**src/rtl/adder_char_pkg.sv**
```systemverilog
// adder_char_pkg: shared injector state type and thermometer-walk word builder
//   thermo_word(p, ph, w): w-bit word; ph=0 -> top p bits ones, ph=1 -> top p bits zero
package adder_char_pkg;
    localparam int INJ_N = 25;
    localparam int MAX_W = 128;
    typedef enum logic [1:0] {IDLE, SEND, GAP, DONE} inj_state_e;
    function automatic logic [MAX_W-1:0] thermo_word(input int p, input logic ph, input int w = 2 * INJ_N);
        logic [MAX_W-1:0] r;
        r = '0;
        for (int i = 0; i < MAX_W; i++)
            if (i < w) r[i] = (i >= w - p) ^ ph;
        return r;
    endfunction
endpackage

```
**src/rtl/thermo_pattern_gen.sv**
```systemverilog
// thermo_pattern_gen: holds the thermometer walk state (p, ph) and exposes the next word
//   clk, rst : clock, synchronous active-high reset
//   clr      : restart the walk from p=0, ph=0 (takes effect together with adv)
//   adv      : commit one advance
//   word     : word of the state reached by this cycle's advance (from 0 when clr)
module thermo_pattern_gen
    import adder_char_pkg::*;
#(
    parameter int N    = 25,
    parameter int STEP = 7
) (
    input  logic           clk,
    input  logic           rst,
    input  logic           clr,
    input  logic           adv,
    output logic [2*N-1:0] word
);
    localparam int PW = $clog2(2 * N + 1);
    logic [PW-1:0] r_p;
    logic          r_ph;
    logic [PW-1:0] w_base_p;
    logic          w_base_ph;
    logic [31:0]   w_sum;
    logic          w_wrap;
    logic [PW-1:0] w_np;
    logic          w_nph;
    assign w_base_p  = clr ? '0 : r_p;
    assign w_base_ph = clr ? 1'b0 : r_ph;
    assign w_sum     = 32'(w_base_p) + 32'(STEP);
    assign w_wrap    = w_sum > 32'(2 * N);
    assign w_np      = PW'(w_wrap ? w_sum - 32'(2 * N) : w_sum);
    assign w_nph     = w_base_ph ^ w_wrap;
    assign word      = (2 * N)'(thermo_word(int'(w_np), w_nph, 2 * N));
    always_ff @(posedge clk) begin
        if (rst) begin
            r_p  <= '0;
            r_ph <= 1'b0;
        end else if (adv || clr) begin
            r_p  <= adv ? w_np : '0;
            r_ph <= adv ? w_nph : 1'b0;
        end
    end
endmodule

```
**src/rtl/adder_flit_injector.sv**
```systemverilog
// adder_flit_injector: packetised thermometer-walk operand source for adder characterization
//   clk, rst   : clock, synchronous active-high reset
//   start      : one-cycle run request, accepted only in IDLE
//   num_pkts   : packets in the run, sampled on accepted start
//   out_valid  : operand pair valid; out_ready accepts it
//   operand_a  : word[N-1:0], operand_b : word[2N-1:N]
//   out_last   : last flit of the packet
//   busy, done : run in progress / one-cycle completion pulse
//   toggle_cnt : accumulated bit toggles, present only with INJ_TOGGLE_COUNT_EN
module adder_flit_injector
    import adder_char_pkg::*;
#(
    parameter int N       = 25,
    parameter int PAYLOAD = 20,
    parameter int GAP     = 7,
    parameter int STEP    = 7,
    parameter int PKT_W   = 16
) (
    input  logic             clk,
    input  logic             rst,
    input  logic             start,
    input  logic [PKT_W-1:0] num_pkts,
    output logic             out_valid,
    input  logic             out_ready,
    output logic [N-1:0]     operand_a,
    output logic [N-1:0]     operand_b,
    output logic             out_last,
    output logic             busy,
    output logic             done
`ifdef INJ_TOGGLE_COUNT_EN
    ,
    output logic [31:0]      toggle_cnt
`endif
);
    localparam int FW = PAYLOAD > 1 ? $clog2(PAYLOAD) : 1;
    localparam int GW = GAP > 1 ? $clog2(GAP) : 1;
    inj_state_e       r_state, w_nstate;
    logic [2*N-1:0]   r_word, w_gen_word;
    logic [FW-1:0]    r_flit;
    logic [GW-1:0]    r_gap;
    logic [PKT_W-1:0] r_rem;
    logic             w_start, w_acc, w_pkt_end, w_gap_end, w_clr, w_adv;
    assign w_start   = start && r_state == IDLE;
    assign w_acc     = r_state == SEND && out_ready;
    assign w_pkt_end = r_flit == FW'(PAYLOAD - 1);
    assign w_gap_end = r_gap == GW'(GAP - 1);
    assign out_valid = r_state == SEND;
    assign out_last  = out_valid && w_pkt_end;
    assign busy      = r_state != IDLE;
    assign done      = r_state == DONE;
    assign operand_a = r_word[N-1:0];
    assign operand_b = r_word[2*N-1:N];
    thermo_pattern_gen #(.N(N), .STEP(STEP)) u_gen (
        .clk  (clk),
        .rst  (rst),
        .clr  (w_clr),
        .adv  (w_adv),
        .word (w_gen_word)
    );
    // Every new packet restarts the walk (clr) and loads its first flit (adv) in one cycle.
    always_comb begin
        w_nstate = r_state;
        w_clr    = 1'b0;
        w_adv    = 1'b0;
        case (r_state)
            IDLE: if (start) begin
                w_nstate = num_pkts == '0 ? DONE : SEND;
                w_clr    = num_pkts != '0;
                w_adv    = num_pkts != '0;
            end
            SEND: if (out_ready) begin
                if (!w_pkt_end) w_adv = 1'b1;
                else if (r_rem == '0) w_nstate = DONE;
                else if (GAP == 0) begin
                    w_clr = 1'b1;
                    w_adv = 1'b1;
                end else w_nstate = adder_char_pkg::GAP;
            end
            adder_char_pkg::GAP: if (w_gap_end) begin
                w_nstate = SEND;
                w_clr    = 1'b1;
                w_adv    = 1'b1;
            end
            DONE: w_nstate = IDLE;
        endcase
    end
    always_ff @(posedge clk) begin
        if (rst) begin
            r_state <= IDLE;
            r_word  <= '0;
            r_flit  <= '0;
            r_gap   <= '0;
            r_rem   <= '0;
        end else begin
            r_state <= w_nstate;
            if (w_adv) r_word <= w_gen_word;
            r_flit <= w_clr ? '0 : w_adv ? r_flit + 1'b1 : r_flit;
            r_gap  <= r_state == adder_char_pkg::GAP ? r_gap + 1'b1 : '0;
            if (w_start) r_rem <= num_pkts - PKT_W'(1);
            else if (w_acc && w_pkt_end && r_rem != '0) r_rem <= r_rem - PKT_W'(1);
        end
    end
`ifdef INJ_TOGGLE_COUNT_EN
    logic [2*N-1:0] r_prev;
    logic [31:0]    r_tog;
    logic [32:0]    w_tsum;
    assign w_tsum     = {1'b0, r_tog} + 33'($countones(r_word ^ r_prev));
    assign toggle_cnt = r_tog;
    always_ff @(posedge clk) begin
        if (rst || w_start) begin
            r_prev <= '0;
            r_tog  <= '0;
        end else if (w_acc) begin
            r_prev <= r_word;
            r_tog  <= w_tsum[32] ? '1 : w_tsum[31:0];
        end
    end
`endif
endmodule

```
**config.mk**
```make
export PLATFORM = sky130hd
export DESIGN_NAME = adder_flit_injector
export DESIGN_NICKNAME = d
export VERILOG_FILES = /design/src/rtl/adder_char_pkg.sv /design/src/rtl/thermo_pattern_gen.sv /design/src/rtl/adder_flit_injector.sv
export SDC_FILE = /design/constraint.sdc
export NUM_CORES = 1
export LEC_CHECK = 0
export ABC_AREA = 0
export CORE_MARGIN = 5
export CORE_UTILIZATION = 30
export CTS_CLUSTER_SIZE = 12
export DETAILED_ROUTE_END_ITERATION = 16
export SYNTH_ARGS = -nofsm -noshare
export SYNTH_HDL_FRONTEND = slang
export SYNTH_SLANG_ARGS = --single-unit
```
**constraint.sdc**
```tcl
create_clock -name clk -period 6.89 [get_ports clk]
set_input_delay 1.378 -clock clk [delete_from_list [all_inputs] [get_ports clk]]
set_output_delay 1.378 -clock clk [all_outputs]
set_load 0.03 [all_outputs]
```
==> flow_metrics.env <==
export IMPL_outcome="completed"
export IMPL_grt_max_degree=71
export IMPL_root_buffer="clkbuf_16"
export IMPL_io_pin_count=74
export IMPL_min_to="r_gap[0]$_SDFF_PP0_"
export IMPL_fin_util_pct=37.5
export IMPL_synth_seq_area_share_pct=27.2
export IMPL_r2r_start="r_state[1]$_SDFFE_PP0P_"
export IMPL_cts_clk_slew_worst_paths_ps=60
export IMPL_synth_edf_count=0
export IMPL_synth_top_area_share_pct=27.2
export IMPL_drive_gt1_share_pct=13.7
export IMPL_track_usage_pct=16.1
export IMPL_total_power_mw=1.90
export IMPL_synth_cells=777
export IMPL_postCtsSetupRepairBufs=0
export IMPL_grt_ovfl_total=0
export IMPL_max_slew_margin_rel_pct=31.6
export IMPL_first_pass_iters=5
export IMPL_fill_cells=2073
export IMPL_ys_ff_latch=83
export IMPL_syn_to_final_growth_pct=23.7
export IMPL_synthFlopType="dfxtp_1"
export IMPL_reg2reg_depth=23
export IMPL_core_area_um2=20100
export IMPL_netlist_area_um2=6100
export IMPL_rsz0062_at_grt="false"
export IMPL_synth_area_leaders="dfxtp_1 (27%), nor2_1 (6.4%), nand2_1 (4.6%), a21oi_1 (3.4%), nor3_1 (3.0%)"
export IMPL_rrSetupSlack_ps=1390
export IMPL_numCtsBuffers=9
export IMPL_ant_nets=0
export IMPL_power_density_nw_per_um2=252
export IMPL_critPathMaxFanout=9
export IMPL_period_minus_slack_ps=6490
export IMPL_met3_length_um=1210
export IMPL_n_antenna_cell=0
export IMPL_synth_warnings=0
export IMPL_routabilityCongestion=0.929
export IMPL_insertion_delay_ps=350
export IMPL_worstHoldStart="r_gap[0]$_SDFF_PP0_"
export IMPL_synthArstFlopShare_pct=0
export IMPL_wl_um=19300
export IMPL_cts_sinks=83
export IMPL_grt_pass1_wl_um=31500
export IMPL_worstMarginPinSlew_ps=1020
export IMPL_yosysUniqueCellTypes=90
export IMPL_wl_per_cell_um=17.3
export IMPL_vias_per_cell=5.49
export IMPL_cts_buffer_depth=2
export IMPL_fmax_mhz=154
export IMPL_route_met2_wl_um=8600
export IMPL_synth_fp_nets=808
export IMPL_cts_hold_buffers=0
export IMPL_worst_ep_arrival_time_ps=6700
export IMPL_clock_skew_ps=5.17
export IMPL_most_common_layout_cells="nor2_1 (104), dfxtp_1 (83), nand2_1 (75), clkdlybuf4s50_1 (72), buf_4 (43)"
export IMPL_r2r_end="r_word[30]$_SDFFE_PP0P_"
export IMPL_fp_row_count=52
export IMPL_die_w_um=153
export IMPL_cp_start_kind="input pin"
export IMPL_wl_met1_um=9260
export IMPL_post_route_period_util_pct=94.2
export IMPL_placedCellCount=1100
export IMPL_post_dp_hpwl_um=13600
export IMPL_vias=6129
export IMPL_hold_violations=0
export IMPL_nets=872
export IMPL_critPathKind="input pin to flop"
export IMPL_final_common_cell="nor2_1"
export IMPL_antenna_found_initial=0
export IMPL_cts_tree="built"
export IMPL_top_layer="met4"
export IMPL_hp_class="flop to flop"
export IMPL_syn_avg_cell_area_um2=7.85
export IMPL_h_tree_depth=3
export IMPL_vdd_drop_max_uv=135
export IMPL_start_util_pct=30.3
export IMPL_slew_viol_final=0
export IMPL_whs_path_depth=1
export IMPL_setup_viol=0
export IMPL_die_h_um=153
export IMPL_port_buffers=73
export IMPL_dieArea_um2=23300
export IMPL_required_ps=7100
export IMPL_tns_ps=0
export IMPL_grt_pass1_vias=5817
export IMPL_maxCapViolCount=0
export IMPL_cts_resized=0
export IMPL_crit_path_end_kind="flop"
export IMPL_finalNonFillerCells=1116
export IMPL_first_iter_violations=490
export IMPL_yosys_area_top_type="dfxtp_1"
export IMPL_p_leak_nw=2.68
export IMPL_route_detailed_drc=0
==> per-layer routing <==
| layer | vias to the layer above | track usage [%] |
|---|---|---|
| met5 | - | 0 |
| met4 | 0 | 3.01 |
| met3 | 16 | 4.66 |
| met2 | 184 | 24.9 |
| met1 | 2887 | 22.5 |
| li1 | 3042 | - |
==> critical path: stages <==
cell	delay (ps)
clkdlybuf4s50_1	470
nor4_2	390
nand4_2	210
o21ai_4	230
nand2_1	100
ha_1	250
inv_1	70
nand2_1	70
o21a_1	220
ha_1	230
or4_1	530
o21ai_2	120
o21a_4	210
and2_1	170
xnor2_1	160
ha_1	220
buf_4	150
inv_1	110
nor3_4	310
or3_1	270
nor2_1	90
a211o_1	300
a2111oi_0	420
==> flip-flops by register name (all words and copies together), names as in the netlist <==
signal	flops
r_flit	5
r_gap	3
r_rem	16
r_state	2
r_word	50
u_gen.r_p	6
u_gen.r_ph	1
==> cell usage after synthesis (all sizes together), types with 10 or more instances <==
master and count:
inv 12, nor3 38, a2111oi 24, nor2 107, nand2 75, a211oi 23
ha 11, o211ai 21, dfxtp 83, a31oi 13, xor2 11, and3 10
xnor2 21, o21ai 37, nand3 22, buf 27, nor4 15, a21oi 42
mux2i 14, a311oi 11, clkbuf 36
==> metrics by stage <==
stage	setup WS [ps]	hold WS, ps	area, um2
final	403	450	7550
after global routing	18.4	478	7550
after global placement	27.1	435	7180
after detailed placement	6.03	440	7180
after floorplan	273	417	6100
after CTS	277	449	7500
==> area by class of cell <==
| type | instances | area (um2) | share of cell area [%] |
|---|---|---|---|
| clock inverters | 4 | 73.8 | 0.978 |
| clock buffers | 12 | 246 | 3.27 |
| well taps | 270 | 338 | 4.48 |
| inverters | 12 | 45.0 | 0.597 |
| multi-input cells | 619 | 4130 | 54.8 |
| flip-flops and latches | 83 | 1660 | 22.0 |
| repair buffers | 116 | 1050 | 13.9 |
==> logic make-up after synthesis <==
family | synth area share, %
compound gates | 30.8
xor+xnor | 4.84
fa+ha+maj | 2.26
buf+inv | 5.97
flops | 27.2
mux | 2.79
simple gates | 26.1
==> power breakdown <==
| part | switching, mW | leakage, nW | internal, mW | total, mW |
|---|---|---|---|---|
| clock network | 0.202 | 0.157 | 0.328 | 0.530 |
| logic | 0.480 | 1.84 | 0.311 | 0.791 |
| registers | 0.0501 | 0.683 | 0.530 | 0.580 |
==> how the worst max path moves through the flow <==
stage                startpoint                       to  slack, ps  depth (start not counted)
floorplan           num_pkts[7]  r_word[30]$_SDFFE_PP0P_        270                         24
global placement    num_pkts[7]  r_word[30]$_SDFFE_PP0P_         30                         22
detailed placement  num_pkts[7]  r_word[30]$_SDFFE_PP0P_          6                         22
CTS                 num_pkts[7]  r_word[30]$_SDFFE_PP0P_        280                         22
global route        num_pkts[7]  r_word[30]$_SDFFE_PP0P_         20                         23
finish              num_pkts[7]  r_word[30]$_SDFFE_PP0P_        400                         23
Power figures use the tool's default switching activity.
